===== src/rtl/sat_counter.sv =====
// Up-counter that sticks at its all-ones value instead of wrapping.
// Used for both the sample and the error counts.
module sat_counter #(
    parameter int W = 16
) (
    input  logic         clk,
    input  logic         rst,
    input  logic         inc,
    output logic [W-1:0] q
);

    always_ff @(posedge clk) begin
        if (rst)
            q <= '0;
        else if (inc && (q != '1))
            q <= q + W'(1);
    end

endmodule


===== config.mk =====
export PLATFORM = sky130hd
export DESIGN_NAME = sat_counter
export DESIGN_NICKNAME = d
export VERILOG_FILES = /design/src/rtl/sat_counter.sv
export SDC_FILE = /design/constraint.sdc
export NUM_CORES = 1
export LEC_CHECK = 0
export ABC_AREA = 1
export CORE_UTILIZATION = 40
export CTS_CLUSTER_DIAMETER = 150
export CTS_CLUSTER_SIZE = 30
export DETAILED_ROUTE_END_ITERATION = 12
export PLACE_DENSITY_LB_ADDON = 0.25
export SLEW_MARGIN = 0
export SYNTH_ARGS = -nofsm -noshare
export SYNTH_HDL_FRONTEND = slang
export SYNTH_SLANG_ARGS = --single-unit
export TNS_END_PERCENT = 50

===== constraint.sdc =====
create_clock -name clk -period 2.7 [get_ports clk]
set_input_delay 0.675 -clock clk [delete_from_list [all_inputs] [get_ports clk]]
set_output_delay 0.675 -clock clk [all_outputs]
set_load 0.05 [all_outputs]

==> results.sh, run 1 <==
export IMPL_status="completed"
export IMPL_die_x_um=50.2
export IMPL_maxCapViolCount=0
export IMPL_ir_worst_vdd_mv=0.288
export IMPL_grt_pass1_wl_um=3480
export IMPL_final_cells=196
export IMPL_vias_per_cell=4.87
export IMPL_rsz0062_at_grt="false"
export IMPL_cp_end_kind="primary output"
export IMPL_cp_slowest_cell="clkdlybuf4s50_1"
export IMPL_ios=19
export IMPL_drcViolationCount=0
export IMPL_cts_tree="done"
export IMPL_routed_wl_um=1970
export IMPL_fill_cells=215
export IMPL_synth_distinct_cells=16
export IMPL_hold_violations=0
export IMPL_synth_cells=149
export IMPL_maxSlewViolCount=0
export IMPL_routabilityCongestion=0.843
export IMPL_reg_top3="q (16)"
export IMPL_cts_sinks=16
export IMPL_root_buffer="clkbuf_4"
export IMPL_crit_reg2reg_capture="q[14]"
export IMPL_grt_pass1_vias=837
export IMPL_die_y_um=50.2
export IMPL_crit_path_max_fanout=6
export IMPL_layout_drive_gt1_share_pct=10.7
export IMPL_start_util_pct=42.4
export IMPL_cp_top_family="buffers and inverters"
export IMPL_reg2reg_depth=7
export IMPL_tightest_slew_ns=0.498
export IMPL_antenna_found_initial=0
export IMPL_slew_headroom_pct=66.7
export IMPL_required_ns=2.03
export IMPL_globalRouteOverflowTotal=0
export IMPL_p_leak_uw=0.000452
export IMPL_n_antenna_cell=0
export IMPL_dr_pass1_iters=4
export IMPL_fmax_mhz=448
export IMPL_fin_crit_sh_pct=82.7
export IMPL_setup_tns_ns=0
export IMPL_io_buffers=18
export IMPL_syn_area_um2=930
export IMPL_cts_resized=0
export IMPL_clockBufferDepth=2
export IMPL_cts_buffers=3
export IMPL_path_buf_inv=1
export IMPL_start_kind="register"
export IMPL_dieArea_um2=2520
export IMPL_grt_max_degree=17
export IMPL_power_density_nw_per_um2=350
export IMPL_seq_area_frac_synth_pct=34.5
export IMPL_power_uw=404
export IMPL_worstSetupStartpoint="q[11]"
export IMPL_rows=17
export IMPL_first_iter_violations=26
export IMPL_cp_depth=1
export IMPL_post_place_ws_ns=0.583
export IMPL_syn_nets=153
export IMPL_fin_ws_ns=0.468
export IMPL_hold_buffers=0
export IMPL_dp_cells=193
export IMPL_worst_path_largest_cell_delay_ns=0.84
export IMPL_clkLatencyLatePin_ns=0.28
export IMPL_cp_arrival_ns=1.56
export IMPL_critPathKind="reg -> out"
export IMPL_cts_setup_buffers=0
export IMPL_finalCriticalPeriod_ns=2.23
export IMPL_cp_endpoint="q[11]"
export IMPL_ys_seq_elements=16
export IMPL_setup_viol=0
export IMPL_clk_pin_slew_ns=0.09
export IMPL_crit_path_cell_trace="clkdlybuf4s50_1"
export IMPL_wl_per_cell_um=10.1
export IMPL_fin_nets=174
export IMPL_worstReg2RegStart="q[0]"
export IMPL_yosysWarningCount=0
export IMPL_area_delta_synth_final_pct=24.2
export IMPL_skew_ns=0.00317
export IMPL_hp_class="reg -> reg"
export IMPL_hpwl_um=1550
export IMPL_coreArea_um2=2190
export IMPL_reg2reg_slack_ns=1.19
export IMPL_hold_slack_ns=0.534
export IMPL_drtAntennaViolNets=0
export IMPL_avgSynthCellArea_um2=6.24
export IMPL_track_usage_pct=18.0
export IMPL_top_register="q"
export IMPL_largest_reg_flops=16
export IMPL_via_count=954
export IMPL_h_tree_depth=1
## placed cells by master (no fill, tap or decap)
| cell type | count |
|---|---|
| nand2_1 | 46 |
| nor2_1 | 35 |
| clkdlybuf4s50_1 | 18 |
| dfxtp_1 | 16 |
| nand3_1 | 12 |
| nor2_2 | 10 |
| inv_1 | 10 |
| a21oi_1 | 7 |
| nand4_1 | 3 |
| clkbuf_4 | 3 |
| nor2_4 | 2 |
| nand2_2 | 2 |
| nor2_8 | 1 |
| or2_0 | 1 |
| nor3_1 | 1 |
| ha_1 | 1 |
## per-layer routing
metal | up-vias | track usage (%) | wire length (um)
met3 | 5 | 3.64 | 76
met4 | 0 | 10.5 | 39
met1 | 424 | 23.3 | 927
li1 | 504 | - | -
met5 | - | 0 | 0
met2 | 21 | 27.6 | 930
## how the worst min path moves through the flow
stage,startpoint,end,cells past startpoint
2_1_floorplan,q[1],q[1],2
3_3_place_gp,q[1],q[1],2
3_5_place_dp,q[3],q[3],2
4_1_cts,q[3],q[3],2
5_1_grt,q[6],q[6],2
6_report,q[1],q[1],2
## per-stage QoR
stage / util, % / instance area, um^2
3_3_place_gp: 51.7 / 1130
2_1_floorplan: - / 930
3_5_place_dp: 51.7 / 1130
4_1_cts: 52.7 / 1150
5_1_grt: 52.7 / 1150
6_report: 52.7 / 1150
## tightest hold or removal path, stage by stage (launching register included)
cell	delay [ns]
dfxtp_1	0.34
nor2_1	0.11
nor2_1	0.05
## cell type report
type / instances / area, um^2 / share of cell area, %
inverter: 10 / 37.5 / 3.25
timing repair buffer: 18 / 180 / 15.6
multi-input combinational: 121 / 559 / 48.4
sequential: 16 / 320 / 27.7
tap: 28 / 35.0 / 3.03
clock buffer: 3 / 22.5 / 1.95
## cells in the mapped netlist
cell / count / area [um^2]
nor3_1: 1 / 5.00
inv_1: 10 / 37.5
nand3_1: 12 / 60.1
or2_0: 1 / 6.26
dfxtp_1: 16 / 320
ha_1: 1 / 12.5
buf_2: 1 / 5.00
a21oi_1: 7 / 35.0
nand2_1: 46 / 173
nand2_2: 2 / 12.5
clkbuf_4: 1 / 7.51
nor2_1: 35 / 131
nor2_4: 2 / 22.5
nor2_2: 10 / 62.6
nand4_1: 3 / 18.8
nor2_8: 1 / 20.0
## logic make-up after synthesis
logic type | after synthesis | share of synthesized area [%]
DFF | 16 | 34.5
adders and majority gates | 1 | 1.35
AOI/OAI and AO/OA | 7 | 3.77
and+or+nand+nor | 113 | 55.0
buffers and inverters | 12 | 5.38
## report_power, final
part / switching, uW / internal (uW)
Sequential: 3.25 / 239
Combinational: 25.3 / 14.0
Clock: 71.1 / 51.8
Total: 99.7 / 305
(Power assumes the default switching activity.)
==> run 2: changes to the inputs <==
clock period = 1.82 ns   (was 2.7 ns; I/O delays follow)
==> run 2 against run 1 <==
Net effect: first-iteration DRC count is 65% lower; critical path depth is 8 higher; setup slack worse by 0.15 ns; die area stayed put; non-clock buffer count is 3 higher; cell area is 0.33% lower; clock skew is 0.00066 ns higher; utilization is 0.17 points lower; flip-flop and latch count stayed put; power is 64% higher; highest routed layer unchanged.
==> results.sh, run 2 (synthesized netlist as in run 1, its figures left out) <==
export IMPL_mostFrequentLayoutCell="nand2_1"
export IMPL_hp_class="reg -> reg"
export IMPL_cts_sinks=16
export IMPL_maxCapViolCount=0
export IMPL_p_clk_share_pct=36.7
export IMPL_track_usage_pct=17.5
export IMPL_reg_top3="q (16)"
export IMPL_start_util_pct=42.4
export IMPL_crit_path_cell_trace="ha_1 -> inv_1 -> nor2_2 -> nand2_2 -> nor2_8 -> nor2_4 -> nand2_1 -> nand2_1 -> nor2_1"
export IMPL_status="completed"
export IMPL_die_x_um=50.2
export IMPL_rsz0062_at_grt="false"
export IMPL_via_count=953
export IMPL_setup_tns_ns=0
export IMPL_crit_path_max_fanout=7
export IMPL_n_antenna_cell=0
export IMPL_p_leak_uw=0.000505
export IMPL_ios=19
export IMPL_clkLatencyLatePin_ns=0.29
export IMPL_coreArea_um2=2190
export IMPL_routed_wl_um=1940
export IMPL_start_kind="register"
export IMPL_power_density_nw_per_um2=576
export IMPL_vias_per_cell=4.77
export IMPL_hpwl_um=1500
export IMPL_cts_buffers=3
export IMPL_fin_nets=177
export IMPL_p_seq_share_pct=54.2
export IMPL_hold_slack_ns=0.533
export IMPL_post_place_ws_ns=0.0124
export IMPL_cts_tree="done"
export IMPL_fmax_mhz=665
export IMPL_top_register="q"
export IMPL_cts_setup_buffers=0
export IMPL_dieArea_um2=2520
export IMPL_setup_viol=0
export IMPL_fill_cells=233
export IMPL_path_buf_inv=1
export IMPL_critPathKind="reg -> reg"
export IMPL_first_iter_violations=9
export IMPL_routabilityCongestion=0.777
export IMPL_tightest_slew_ns=0.488
export IMPL_cp_arrival_ns=1.74
export IMPL_drcViolationCount=0
export IMPL_grt_pass1_vias=800
export IMPL_clockBufferDepth=2
export IMPL_final_cells=200
export IMPL_fin_ws_ns=0.315
export IMPL_io_buffers=18
export IMPL_cp_slowest_cell="dfxtp_1"
export IMPL_reg2reg_slack_ns=0.32
export IMPL_layout_drive_gt1_share_pct=22.1
export IMPL_maxSlewViolCount=0
export IMPL_finalCriticalPeriod_ns=1.50
export IMPL_cp_end_kind="register"
export IMPL_final_cell_mix="46 x nand2_1, 35 x nor2_1, 19 x buf_4, 16 x dfxtp_1, 12 x nand3_1"
export IMPL_fin_crit_sh_pct=82.7
export IMPL_drtAntennaViolNets=0
export IMPL_slew_headroom_pct=67.5
export IMPL_switchingPower_uw=165
export IMPL_p_int_uw=499
export IMPL_area_delta_synth_final_pct=23.8
export IMPL_globalRouteOverflowTotal=0
export IMPL_cts_resized=0
export IMPL_combPwrFrac_pct=9.2
export IMPL_cp_top_family="simple AND/OR/NAND/NOR gates"
export IMPL_grt_pass1_wl_um=3400
export IMPL_root_buffer="clkbuf_4"
export IMPL_rows=17
export IMPL_skew_ns=0.00382
export IMPL_h_tree_depth=1
export IMPL_cpMostUsedCell="nand2_1"
export IMPL_wl_per_cell_um=9.70
export IMPL_largest_reg_flops=16
export IMPL_required_ns=2.06
export IMPL_hold_violations=0
export IMPL_power_uw=663
export IMPL_die_y_um=50.2
export IMPL_swShare_pct=24.8
export IMPL_dp_cells=196
export IMPL_dr_pass1_iters=4
export IMPL_worst_path_largest_cell_delay_ns=0.41
export IMPL_grt_max_degree=17
export IMPL_antenna_found_initial=0
export IMPL_ir_worst_vdd_mv=0.494
export IMPL_hold_buffers=0
export IMPL_clk_pin_slew_ns=0.10
run 2: cell types whose count changed in the layout (fill, tap and decap cells not counted), sizes merged:
| cell | delta |
|---|---|
| clkbuf | +1 |
| buf | +19 |
| clkdlybuf4s50 | -16 |
run 2: worst register-to-register path: stages, from the launching register on:
cell and delay, ns:
dfxtp_1 0.41, ha_1 0.19, inv_1 0.05, nor2_2 0.18, nand2_2 0.13, nor2_8 0.21
nor2_4 0.06, nand2_1 0.06, nand2_1 0.05, nor2_1 0.10
run 2: stage by stage:
| step | instance area (um^2) | utilization, % |
|---|---|---|
| after floorplan | 930 | - |
| after global placement | 1110 | 50.9 |
| after detailed placement | 1110 | 50.9 |
| after CTS | 1150 | 52.5 |
| after global routing | 1150 | 52.5 |
| final | 1150 | 52.5 |
run 2: final timing paths:
path | start | end | depth (start not counted)
worst max-delay path | q[0] | q[0] | 9
worst min-delay path | q[1] | q[1] | 2
worst max register to register | q[0] | q[0] | 9
worst min register to register | q[1] | q[1] | 2
run 2: power groups by stage:
stage | clock network, uW | logic [uW] | registers [uW]
floorplan | 0 | 28.2 | 382
global placement | 0 | 60.0 | 367
detailed placement | 0 | 60.9 | 367
CTS | 250 | 61.1 | 359
global route | 262 | 67.0 | 360
finish | 243 | 60.7 | 359
run 2: metal layers:
layer	part of all wire, %	up-vias	track usage [%]
li1	-	511	-
met1	51	424	24.2
met2	44	15	26.0
met3	3.4	3	3.03
met4	1.4	0	8.57
met5	0	-	0
run 2: area by class of cell:
type	instances	area (um^2)	share of cell area, %
inverter	10	37.5	3.26
tap	28	35.0	3.04
clock buffer	4	36.3	3.15
timing repair buffer	21	163	14.1
multi-input combinational	121	559	48.6
sequential	16	320	27.8
==> run 3: changes to the inputs <==
clock period = 1.3 ns   (was 1.82 ns; I/O delays follow)
==> run 3 against run 2 <==
Net effect: final cell count is 9.0% higher; largest cell class unchanged; utilization is 22 points higher; combinational power is 96% higher; critical path depth stayed put; the run now ends with negative setup slack left; first-iteration DRC count grew to 4.2 times the previous value; largest power group unchanged; register-to-register slack worse by 0.35 ns; sequential share of layout area is 4.5 points lower; clock power is 19% higher.
==> results.sh, run 3 (synthesized netlist as in run 1, its figures left out) <==
export IMPL_final_cell_mix="44 x nand2_1, 30 x nor2_1, 16 x buf_12, 16 x dfxtp_4, 15 x buf_4"
export IMPL_coreArea_um2=2190
export IMPL_grt_max_degree=17
export IMPL_crit_path_cell_trace="ha_4 -> inv_2 -> nor2_4 -> nand2_4 -> nor2_8 -> nor2_4 -> nand2_1 -> nand2_1 -> nor2_1"
export IMPL_finalCriticalPeriod_ns=1.34
export IMPL_h_tree_depth=1
export IMPL_start_kind="register"
export IMPL_fmax_mhz=747
export IMPL_p_leak_uw=0.000676
export IMPL_wl_per_cell_um=12.1
export IMPL_fin_crit_sh_pct=103
export IMPL_maxSlewViolCount=0
export IMPL_first_iter_violations=38
export IMPL_fin_ws_ns=-0.0381
export IMPL_clk_pin_slew_ns=0.10
export IMPL_mostFrequentLayoutCell="nand2_1"
export IMPL_critPathKind="reg -> reg"
export IMPL_hold_buffers=0
export IMPL_io_buffers=18
export IMPL_worst_path_largest_cell_delay_ns=0.38
export IMPL_fill_cells=163
export IMPL_skew_ns=0.00625
export IMPL_largest_reg_flops=16
export IMPL_die_y_um=50.2
export IMPL_root_buffer="clkbuf_4"
export IMPL_post_place_ws_ns=-0.380
export IMPL_cp_top_family="simple AND/OR/NAND/NOR gates"
export IMPL_rsz0062_at_grt="true"
export IMPL_failed_checks="negative setup slack"
export IMPL_slew_headroom_pct=67.1
export IMPL_rows=17
export IMPL_start_util_pct=42.4
export IMPL_tightest_slew_ns=0.493
export IMPL_cp_slowest_cell="dfxtp_4"
export IMPL_cp_arrival_ns=1.58
export IMPL_dp_cells=211
export IMPL_dr_pass1_iters=4
export IMPL_grt_pass1_wl_um=4280
export IMPL_routabilityCongestion=0.885
export IMPL_final_cells=218
export IMPL_via_count=1101
export IMPL_fin_nets=195
export IMPL_cp_end_kind="register"
export IMPL_clkLatencyLatePin_ns=0.30
export IMPL_track_usage_pct=22.5
export IMPL_ios=19
export IMPL_n_antenna_cell=0
export IMPL_status="finished, violations left"
export IMPL_layout_drive_gt1_share_pct=44.2
export IMPL_top_register="q"
export IMPL_final_util_pct=74.5
export IMPL_cts_tree="done"
export IMPL_cts_sinks=16
export IMPL_setup_tns_ns=-0.175
export IMPL_hold_slack_ns=0.525
export IMPL_reg_top3="q (16)"
export IMPL_die_x_um=50.2
export IMPL_path_buf_inv=1
export IMPL_routed_wl_um=2640
export IMPL_drcViolationCount=0
export IMPL_power_density_nw_per_um2=540
export IMPL_area_delta_synth_final_pct=75.5
export IMPL_hold_violations=0
export IMPL_antenna_found_initial=0
export IMPL_cts_buffers=3
export IMPL_globalRouteOverflowTotal=0
export IMPL_crit_path_max_fanout=7
export IMPL_grt_pass1_vias=1043
export IMPL_maxCapViolCount=0
export IMPL_ir_worst_vdd_mv=0.579
export IMPL_clockBufferDepth=2
export IMPL_drtAntennaViolNets=0
export IMPL_hp_class="reg -> reg"
export IMPL_setup_viol=9
export IMPL_dieArea_um2=2520
export IMPL_required_ns=1.54
export IMPL_hpwl_um=1920
export IMPL_vias_per_cell=5.05
-- run 3: changes by cell type in the layout (fill, tap and decap cells not counted), sizes merged --
| cell | delta |
|---|---|
| clkbuf | -1 |
| buf | +18 |
| clkdlybuf4s50 | -1 |
| dlygate4sd2 | +1 |
| clkinv | +1 |
-- run 3: through the flow --
stage	total power [uW]	instance area (um^2)
after floorplan	551	1020
after global placement	602	1520
after detailed placement	605	1520
after CTS	884	1570
after global routing	913	1630
final	880	1630
-- run 3: final timing paths --
kind | startpoint | end | slack [ns] | depth (start not counted)
setup / recovery | q[0] | q[1] | -0.04 | 9
hold / removal | q[2] | q[2] | 0.53 | 2
setup reg to reg | q[0] | q[1] | -0.04 | 9
hold reg to reg | q[2] | q[2] | 0.53 | 2
-- run 3: layout make-up --
| class | instances | area (um^2) | area share (%) |
|---|---|---|---|
| clock buffers | 3 | 22.5 | 1.38 |
| clock inverters | 1 | 3.75 | 0.230 |
| inverters | 10 | 37.5 | 2.30 |
| multi-input cells | 121 | 633 | 38.8 |
| flip-flops and latches | 16 | 380 | 23.3 |
| well taps | 28 | 35.0 | 2.15 |
| repair buffers | 39 | 519 | 31.8 |
-- run 3: where the power goes --
| part | switching [uW] | total, uW | internal, uW |
|---|---|---|---|
| Sequential | 6.52 | 473 | 467 |
| Combinational | 64.1 | 119 | 54.8 |
| Clock | 176 | 288 | 112 |
-- run 3: worst reg2reg max path, delay by kind of cell, from the launching register on --
family | cells | cell delay, ns
adder cells (fa/ha/maj) | 1 | 0.13
buffers and inverters | 1 | 0.04
flip-flops | 1 | 0.38
AND/OR/NAND/NOR | 7 | 0.73
-- run 3: timing repair --
item                       4_1_cts  5_1_grt
pin swaps                        5        7
resized for setup                5       15
buffers inserted                 2        1
hold endpoints to repair         0        0
setup endpoints to repair       11       22
-- run 3: metal layers --
metal | part of all wire [%] | track usage [%] | wire [um]
met5 | 0 | 0 | 0
met4 | 3.0 | 15.2 | 79
met3 | 4.4 | 3.64 | 116
met1 | 40 | 23.6 | 1050
met2 | 53 | 40.4 | 1390
